File: src/rtl/pmp_dmp_checker_pkg.sv
// Shared PMP/DMP types, switch FSM states and the domain rule.
// Imported by the checker datapath and the pipelined top.
package pmp_dmp_checker_pkg;

    typedef enum logic [2:0] {
        ACCESS_NONE  = 3'b000,
        ACCESS_READ  = 3'b001,
        ACCESS_WRITE = 3'b010,
        ACCESS_EXEC  = 3'b100
    } pmp_access_t;

    typedef enum logic [1:0] {
        PRIV_LVL_U = 2'b00,
        PRIV_LVL_S = 2'b01,
        PRIV_LVL_M = 2'b11
    } priv_lvl_t;

    typedef enum logic [1:0] {
        OFF   = 2'b00,
        TOR   = 2'b01,
        NA4   = 2'b10,
        NAPOT = 2'b11
    } pmp_addr_mode_t;

    typedef struct packed {
        logic x;
        logic w;
        logic r;
    } pmpcfg_access_t;

    typedef struct packed {
        logic           locked;
        logic [1:0]     reserved;
        pmp_addr_mode_t addr_mode;
        pmpcfg_access_t access_type;
    } pmpcfg_t;

    typedef enum logic [1:0] {
        DOM0 = 2'b00,
        DOM1 = 2'b01,
        DOM2 = 2'b10,
        DOMI = 2'b11
    } dmp_domain_t;

    typedef struct packed {
        dmp_domain_t domain;
    } dmpcfg_t;

    typedef enum logic [1:0] {
        RUN    = 2'b00,
        DRAIN  = 2'b01,
        COMMIT = 2'b10
    } dsw_state_e;

    // DOMI on either side is a wildcard; otherwise domains must match
    function automatic logic dmp_dom_ok(dmp_domain_t cur, dmp_domain_t ent);
        return (cur == DOMI) || (ent == DOMI) || (ent == cur);
    endfunction

endpackage

File: src/rtl/pmp_dmp_checker_pmp.sv
// Combinational PMP checker with the DMP domain term folded in.
// The lowest-numbered matching entry decides the access.
module pmp_dmp_checker_pmp
    import pmp_dmp_checker_pkg::*;
#(
    parameter int unsigned PLEN       = 56,
    parameter int unsigned PMP_LEN    = 54,
    parameter int unsigned NR_ENTRIES = 16
) (
    input  logic [PLEN-1:0]                       addr_i,
    input  pmp_access_t                           access_i,
    input  priv_lvl_t                             priv_lvl_i,
    input  logic [NR_ENTRIES-1:0][PMP_LEN-1:0]    conf_addr_i,
    input  pmpcfg_t [NR_ENTRIES-1:0]              conf_i,
    input  dmpcfg_t [NR_ENTRIES-1:0]              dmpconf_i,
    input  dmp_domain_t                           curdom_i,
    output logic                                  allow_o
);

    logic [PMP_LEN-1:0]                    word_addr;
    logic [NR_ENTRIES-1:0][PMP_LEN-1:0]    base;
    logic [NR_ENTRIES-1:0][PMP_LEN-1:0]    napot_care;
    logic [NR_ENTRIES-1:0]                 match;
    logic [NR_ENTRIES-1:0]                 pmp_ok;
    logic [NR_ENTRIES-1:0]                 dmp_ok;
    logic                                  unused_bits;

    assign word_addr = addr_i[PMP_LEN+1:2];

    // TOR lower bound is the previous entry's address, zero for entry 0
    for (genvar i = 0; i < NR_ENTRIES; i++) begin : g_base
        if (i == 0) begin : g_first
            assign base[i] = '0;
        end else begin : g_rest
            assign base[i] = conf_addr_i[i-1];
        end
        assign napot_care[i] =
            ~(conf_addr_i[i] ^ (conf_addr_i[i] + PMP_LEN'(1)));
    end

    // per-entry address match and permission evaluation
    always_comb begin
        match       = '0;
        pmp_ok      = '0;
        dmp_ok      = '0;
        unused_bits = ^addr_i[1:0];
        for (int i = 0; i < int'(NR_ENTRIES); i++) begin
            unused_bits = unused_bits ^ (^conf_i[i].reserved);
            case (conf_i[i].addr_mode)
                TOR:     match[i] = (word_addr >= base[i]) &&
                                    (word_addr < conf_addr_i[i]);
                NA4:     match[i] = (word_addr == conf_addr_i[i]);
                NAPOT:   match[i] = (((word_addr ^ conf_addr_i[i]) &
                                      napot_care[i]) == '0);
                default: match[i] = 1'b0;
            endcase
            pmp_ok[i] = ((3'(access_i) & 3'(conf_i[i].access_type)) ==
                         3'(access_i)) ||
                        ((priv_lvl_i == PRIV_LVL_M) && !conf_i[i].locked);
            dmp_ok[i] = dmp_dom_ok(curdom_i, dmpconf_i[i].domain);
        end
    end

    // scan downwards so the lowest matching index has the last word
    always_comb begin
        allow_o = (priv_lvl_i == PRIV_LVL_M);
        for (int i = int'(NR_ENTRIES) - 1; i >= 0; i--) begin
            if (match[i]) begin
                allow_o = pmp_ok[i] & dmp_ok[i];
            end
        end
    end

endmodule

File: config.mk
export PLATFORM = sky130hd
export DESIGN_NAME = pmp_dmp_checker_pmp
export DESIGN_NICKNAME = d
export VERILOG_FILES = /design/src/rtl/pmp_dmp_checker_pkg.sv /design/src/rtl/pmp_dmp_checker_pmp.sv
export SDC_FILE = /design/constraint.sdc
export NUM_CORES = 2
export LEC_CHECK = 0
export ABC_CLOCK_PERIOD_IN_PS = 9910
export CAP_MARGIN = 20
export CELL_PAD_IN_SITES_DETAIL_PLACEMENT = 0
export CELL_PAD_IN_SITES_GLOBAL_PLACEMENT = 1
export CORE_AREA = 2 2 429 431
export DETAILED_ROUTE_END_ITERATION = 12
export DIE_AREA = 0 0 431 433
export DONT_BUFFER_PORTS = 1
export PLACE_DENSITY = 0.51
export RECOVER_POWER = 25
export SLEW_MARGIN = 5
export SYNTH_ARGS = -nofsm -noshare
export SYNTH_HDL_FRONTEND = slang
export SYNTH_SLANG_ARGS = --single-unit
File: constraint.sdc
create_clock -name vclk -period 9.91
set_input_delay 1.982 -clock vclk [all_inputs]
set_output_delay 1.982 -clock vclk [all_outputs]
set_load 0.05 [all_outputs]
* After elaboration in Yosys (flattened, before gate mapping)
Cells that the tools add are included.
** Operators by class
- Add/sub/neg operators :: 16
- Multipliers :: 0
- Divide/modulo/power cells :: 0
- $lt $le $gt $ge :: 32
- Equality and inequality tests :: 114
- Shift-type cells :: 0
- Muxes and demuxes :: 32
- Bitwise logic cells :: 96
- Reduce and logical (&&, ||, !) cells :: 112
** Operators with widths (count)
- 54-bit bitwise XOR :: 32
- 54-bit by 1-bit adder with 54-bit output (second input constant) :: 16
- 54-bit AND :: 16
- 54-bit equality test :: 16
- 54-bit zero test :: 16
- 54-bit < comparator :: 16
- 54-bit inverter :: 16
- 54-bit greater-or-equal comparator :: 15
- 2-bit equality test (second input constant) :: 50
- 54-bit by 1-bit greater-or-equal comparator with 1-bit output (second input constant) :: 1
- 3-bit AND :: 16
- 3-bit equality test :: 16
- 1-bit logical OR :: 48
- 1-bit one-hot mux with 3 select lines :: 16
- 2-bit by 1-bit equality test with 1-bit output (second input constant) :: 16
- 2-bit equality test :: 16
- 1-bit logical AND :: 32
- 1-bit AND :: 16
- 1-bit zero test :: 16
- 1-bit two-way mux :: 16
** Storage, ports and cells
- Register bits after elaboration :: 0
- Bits in latches :: 0
- Bits in writable memories :: 0
- Bits in read-only memories :: 0
- Bits of input ports :: 1087
- Output and inout port bits :: 1
- Memories :: 0

* Depth between registers and ports, before layout
- Depth in word-level cells :: 22
- Mapped depth :: 15
- Depth with buffers taken out :: 14

* Least setup slack after synthesis
OpenSTA, ideal clock, no wires.
- Path kind :: input -> output
- Start :: input port addr_i[2]
- End :: output port allow_o
- Arrival :: 5.196 ns
- Required time :: 7.928 ns
- Slack :: 2.732 ns
- Stages :: 14
- Buffers on the path :: 0
- Cell sequence :: inv_1 ha_1 inv_1 a21oi_1 o211ai_1 a2111oi_0 o31ai_1 a2111oi_0 o221ai_1 or4b_2 nand3_1 a211oi_1 and2_0 a41oi_2
** Between the ends
- Cells in the longest elaborated chain, start to end :: 20
- Elaborated cells on any way between the ends :: 144
- Classes of those cells :: 32 x order compare; 16 x eq/ne; 32 x mux; 32 x bitwise; 32 x reduce/logical
** RTL lines
- start, declared :: line pmp_dmp_checker_pmp.sv:10 : input logic [PLEN-1:0] addr_i,
- branches (longest 19 deep; another with 54-bit greater-or-equal comparator)
- 1-bit two-way mux (*) :: line pmp_dmp_checker_pmp.sv:68 : if (match[i]) begin
- end, declared :: line pmp_dmp_checker_pmp.sv:17 : output logic allow_o
Every way passes the cells marked *.

* Final worst setup path
- Start :: input port conf_addr_i[468] (netlist name)
- End :: output port allow_o
** Between the ends
- Cells in the longest elaborated chain, start to end :: 15
- Elaborated cells on any way between the ends :: 23
- Classes of those cells :: 1 x add/sub; 2 x order compare; 1 x eq/ne; 12 x mux; 4 x bitwise; 3 x reduce/logical
** RTL lines
- start, declared :: line pmp_dmp_checker_pmp.sv:13 : input logic [NR_ENTRIES-1:0][PMP_LEN-1:0] conf_addr_i,
- 54-bit by 1-bit adder with 54-bit output :: line pmp_dmp_checker_pmp.sv:38 : ~(conf_addr_i[i] ^ (conf_addr_i[i] + PMP_LEN'(1)));
- 54-bit bitwise XOR :: line pmp_dmp_checker_pmp.sv:38
- 54-bit inverter :: line pmp_dmp_checker_pmp.sv:38
- 54-bit AND :: line pmp_dmp_checker_pmp.sv:53 : NAPOT: match[i] = (((word_addr ^ conf_addr_i[i]) &
- 54-bit zero test :: line pmp_dmp_checker_pmp.sv:53
- 1-bit one-hot mux with 3 select lines :: line pmp_dmp_checker_pmp.sv:49 : case (conf_i[i].addr_mode)
- 1-bit two-way mux (*) (9 in a row) :: line pmp_dmp_checker_pmp.sv:68
Every way passes the cells marked *; elsewhere a longest branch is shown, timed or not.

==> impl_metrics.env <==
export IMPL_outcome="complete, no violations"
export IMPL_io_pins=1088
export IMPL_drive_gt1_share_pct=1.81
export IMPL_start_util_pct=19.7
export IMPL_fmax_mhz=109
export IMPL_post_synth_top_count_cell="inv_1"
export IMPL_yosys_warnings=0
export IMPL_synth_distinct_cells=85
export IMPL_grt_pass1_wl_mm=365
export IMPL_grt_pass1_vias=44000
export IMPL_fin_crit_sh_pct=92.6
export IMPL_synth_top_family_by_area="adder cells"
export IMPL_nets=7388
export IMPL_seq_cell_count=0
export IMPL_critPathCaptureType="output port"
export IMPL_wirelength_mm=274
export IMPL_avgSynthCellArea_um2=6.60
export IMPL_track_usage_pct=27.7
export IMPL_drt_initial_drc_count=5049
export IMPL_yosys_area_share_simple_pct=30.2
export IMPL_yosysTopAreaCell="ha_1"
export IMPL_min_path_type="in2out"
export IMPL_drtAntennaViolNets=0
export IMPL_post_dp_hpwl_mm=218
export IMPL_firstDrtPassIters=5
export IMPL_avgRoutedWirePerCell_um=35.0
export IMPL_drv_cap=0
export IMPL_critPathMaxFanout=5
export IMPL_relSlewSlack_pct=26.7
export IMPL_netlist_instances=5423
export IMPL_critPathKind="in2out"
export IMPL_synth_compound_area_share_pct=28.1
export IMPL_worst_pin_slew_ns=1.09
export IMPL_antenna_found_initial=47
export IMPL_multiInputGateArea_mm2=0.0322
export IMPL_fillers=20900
export IMPL_yosys_top_cells_area="ha_1 31%, inv_1 9.6%, a21oi_1 7.4%, nand4_1 5.6%, nand2_1 3.6%"
export IMPL_synth_xor_area_share_pct=0.759
export IMPL_syn_nets=7390
export IMPL_critPathArrivalTime_ns=7.20
export IMPL_cp_required_ns=7.93
export IMPL_die_h_um=433
export IMPL_ys_seq_area_share_pct=0
export IMPL_cts_repair_resized=0
export IMPL_synth_top_area_share_pct=30.8
export IMPL_area_growth_syn_to_layout_pct=8.88
export IMPL_vias=46300
export IMPL_report_final_slew_viol_count=0
export IMPL_startpoint_type="input pin"
export IMPL_synth_area_mm2=0.0358
export IMPL_postCtsHoldBufs=0
export IMPL_min_period_ns=9.18
export IMPL_synthAdderAreaFrac_pct=30.8
export IMPL_clock_buffers=0
export IMPL_grt_max_degree=21
export IMPL_synth_common_cells="917 x inv_1, 880 x ha_1, 527 x a21oi_1"
export IMPL_core_area_mm2=0.182
export IMPL_viasPerCell=5.92
export IMPL_register_area_um2=0
export IMPL_synthMuxAreaShare_pct=0.0280
export IMPL_fp_dieArea_mm2=0.187
export IMPL_tns_ns=0
export IMPL_gr_total_overflow=0
export IMPL_rsz0062_at_grt="no"
export IMPL_rows=157
export IMPL_globalplace_congestion=0.980
export IMPL_finalSetupViolations=0
export IMPL_portBuffers=0
export IMPL_drc=0
export IMPL_fp_dieW_um=431
export IMPL_post_cts_setup_buffers=0
export IMPL_hold_viol_final=0
==> path summary, 6_finish.rpt <==
check / startpoint / to / slack, ns / cells after the start
hold / removal: conf_i[7] / allow_o / 4.77 / 6
setup / recovery: conf_addr_i[468] / allow_o / 0.73 / 15
==> final cells by class <==
cell class | instances | area share, %
Multi-Input combinational cell | 4464 | 82.6
Antenna cell | 23 | 0.148
Tap cell | 2385 | 7.66
Timing Repair Buffer | 38 | 0.723
Inverter | 917 | 8.83
==> routing by layer <==
metal  wire [µm]  share of wire, %  vias up  GRT usage, %
li1            -                 -    20900             -
met1      106000                39    22500          33.3
met2      124000                45     2443          45.4
met3       28100                10      497          7.50
met4       16100               5.9       28          13.8
met5         202             0.074        -             0
==> placed cells by master, fill, tap and decap left out, drive strengths merged, types with 39 or more instances in the layout <==
master  Yosys  routed
nand4     319     319
a211oi     60      60
a41oi     102     102
ha        880     880
o21ai     180     180
a21oi     527     527
nand2     340     340
nor3      192     192
nand3     229     229
nor4      213     213
o211ai     43      43
and3       78      78
nor2      319     319
a21o       92      92
nor2b      39      39
o22ai      65      65
and4       83      83
inv       917     917
a31oi     179     179
and2       41      41
==> critical path, cell delays in order <==
cell	delay, ns
inv_1	0.13
ha_1	0.32
a21oi_1	0.17
nand2_1	0.08
a221o_1	0.34
a211o_1	0.30
a221o_1	0.38
or3_1	0.57
nor3b_1	0.79
o21ai_0	0.52
nand3_1	0.48
mux2i_1	0.23
nand2_1	0.09
a41oi_2	0.19
clkbuf_1	0.58
==> per-stage QoR <==
step / worst slack [ns] / std cells / util (%) / area, µm² / hold WS (ns)
detailed placement: 1.03 / 7804 / 21.4 / 38900 / 4.62
finish: 0.729 / 7827 / 21.4 / 39000 / 4.77
global route: 0.601 / 7817 / 21.4 / 38900 / 4.80
global placement: 1.11 / 7804 / 21.4 / 38900 / 4.63
floorplan: 2.73 / 5423 / - / 35800 / 4.30
CTS: 1.00 / 7804 / 21.4 / 38900 / 4.62
==> kinds of logic after synthesis <==
| family | Yosys count |
|---|---|
| XOR/XNOR | 31 |
| AO/OA/AOI/OAI | 1554 |
| AND/OR/NAND/NOR | 1998 |
| adder cells (fa/ha/maj) | 880 |
| buffers and inverters | 959 |
| multiplexers | 1 |
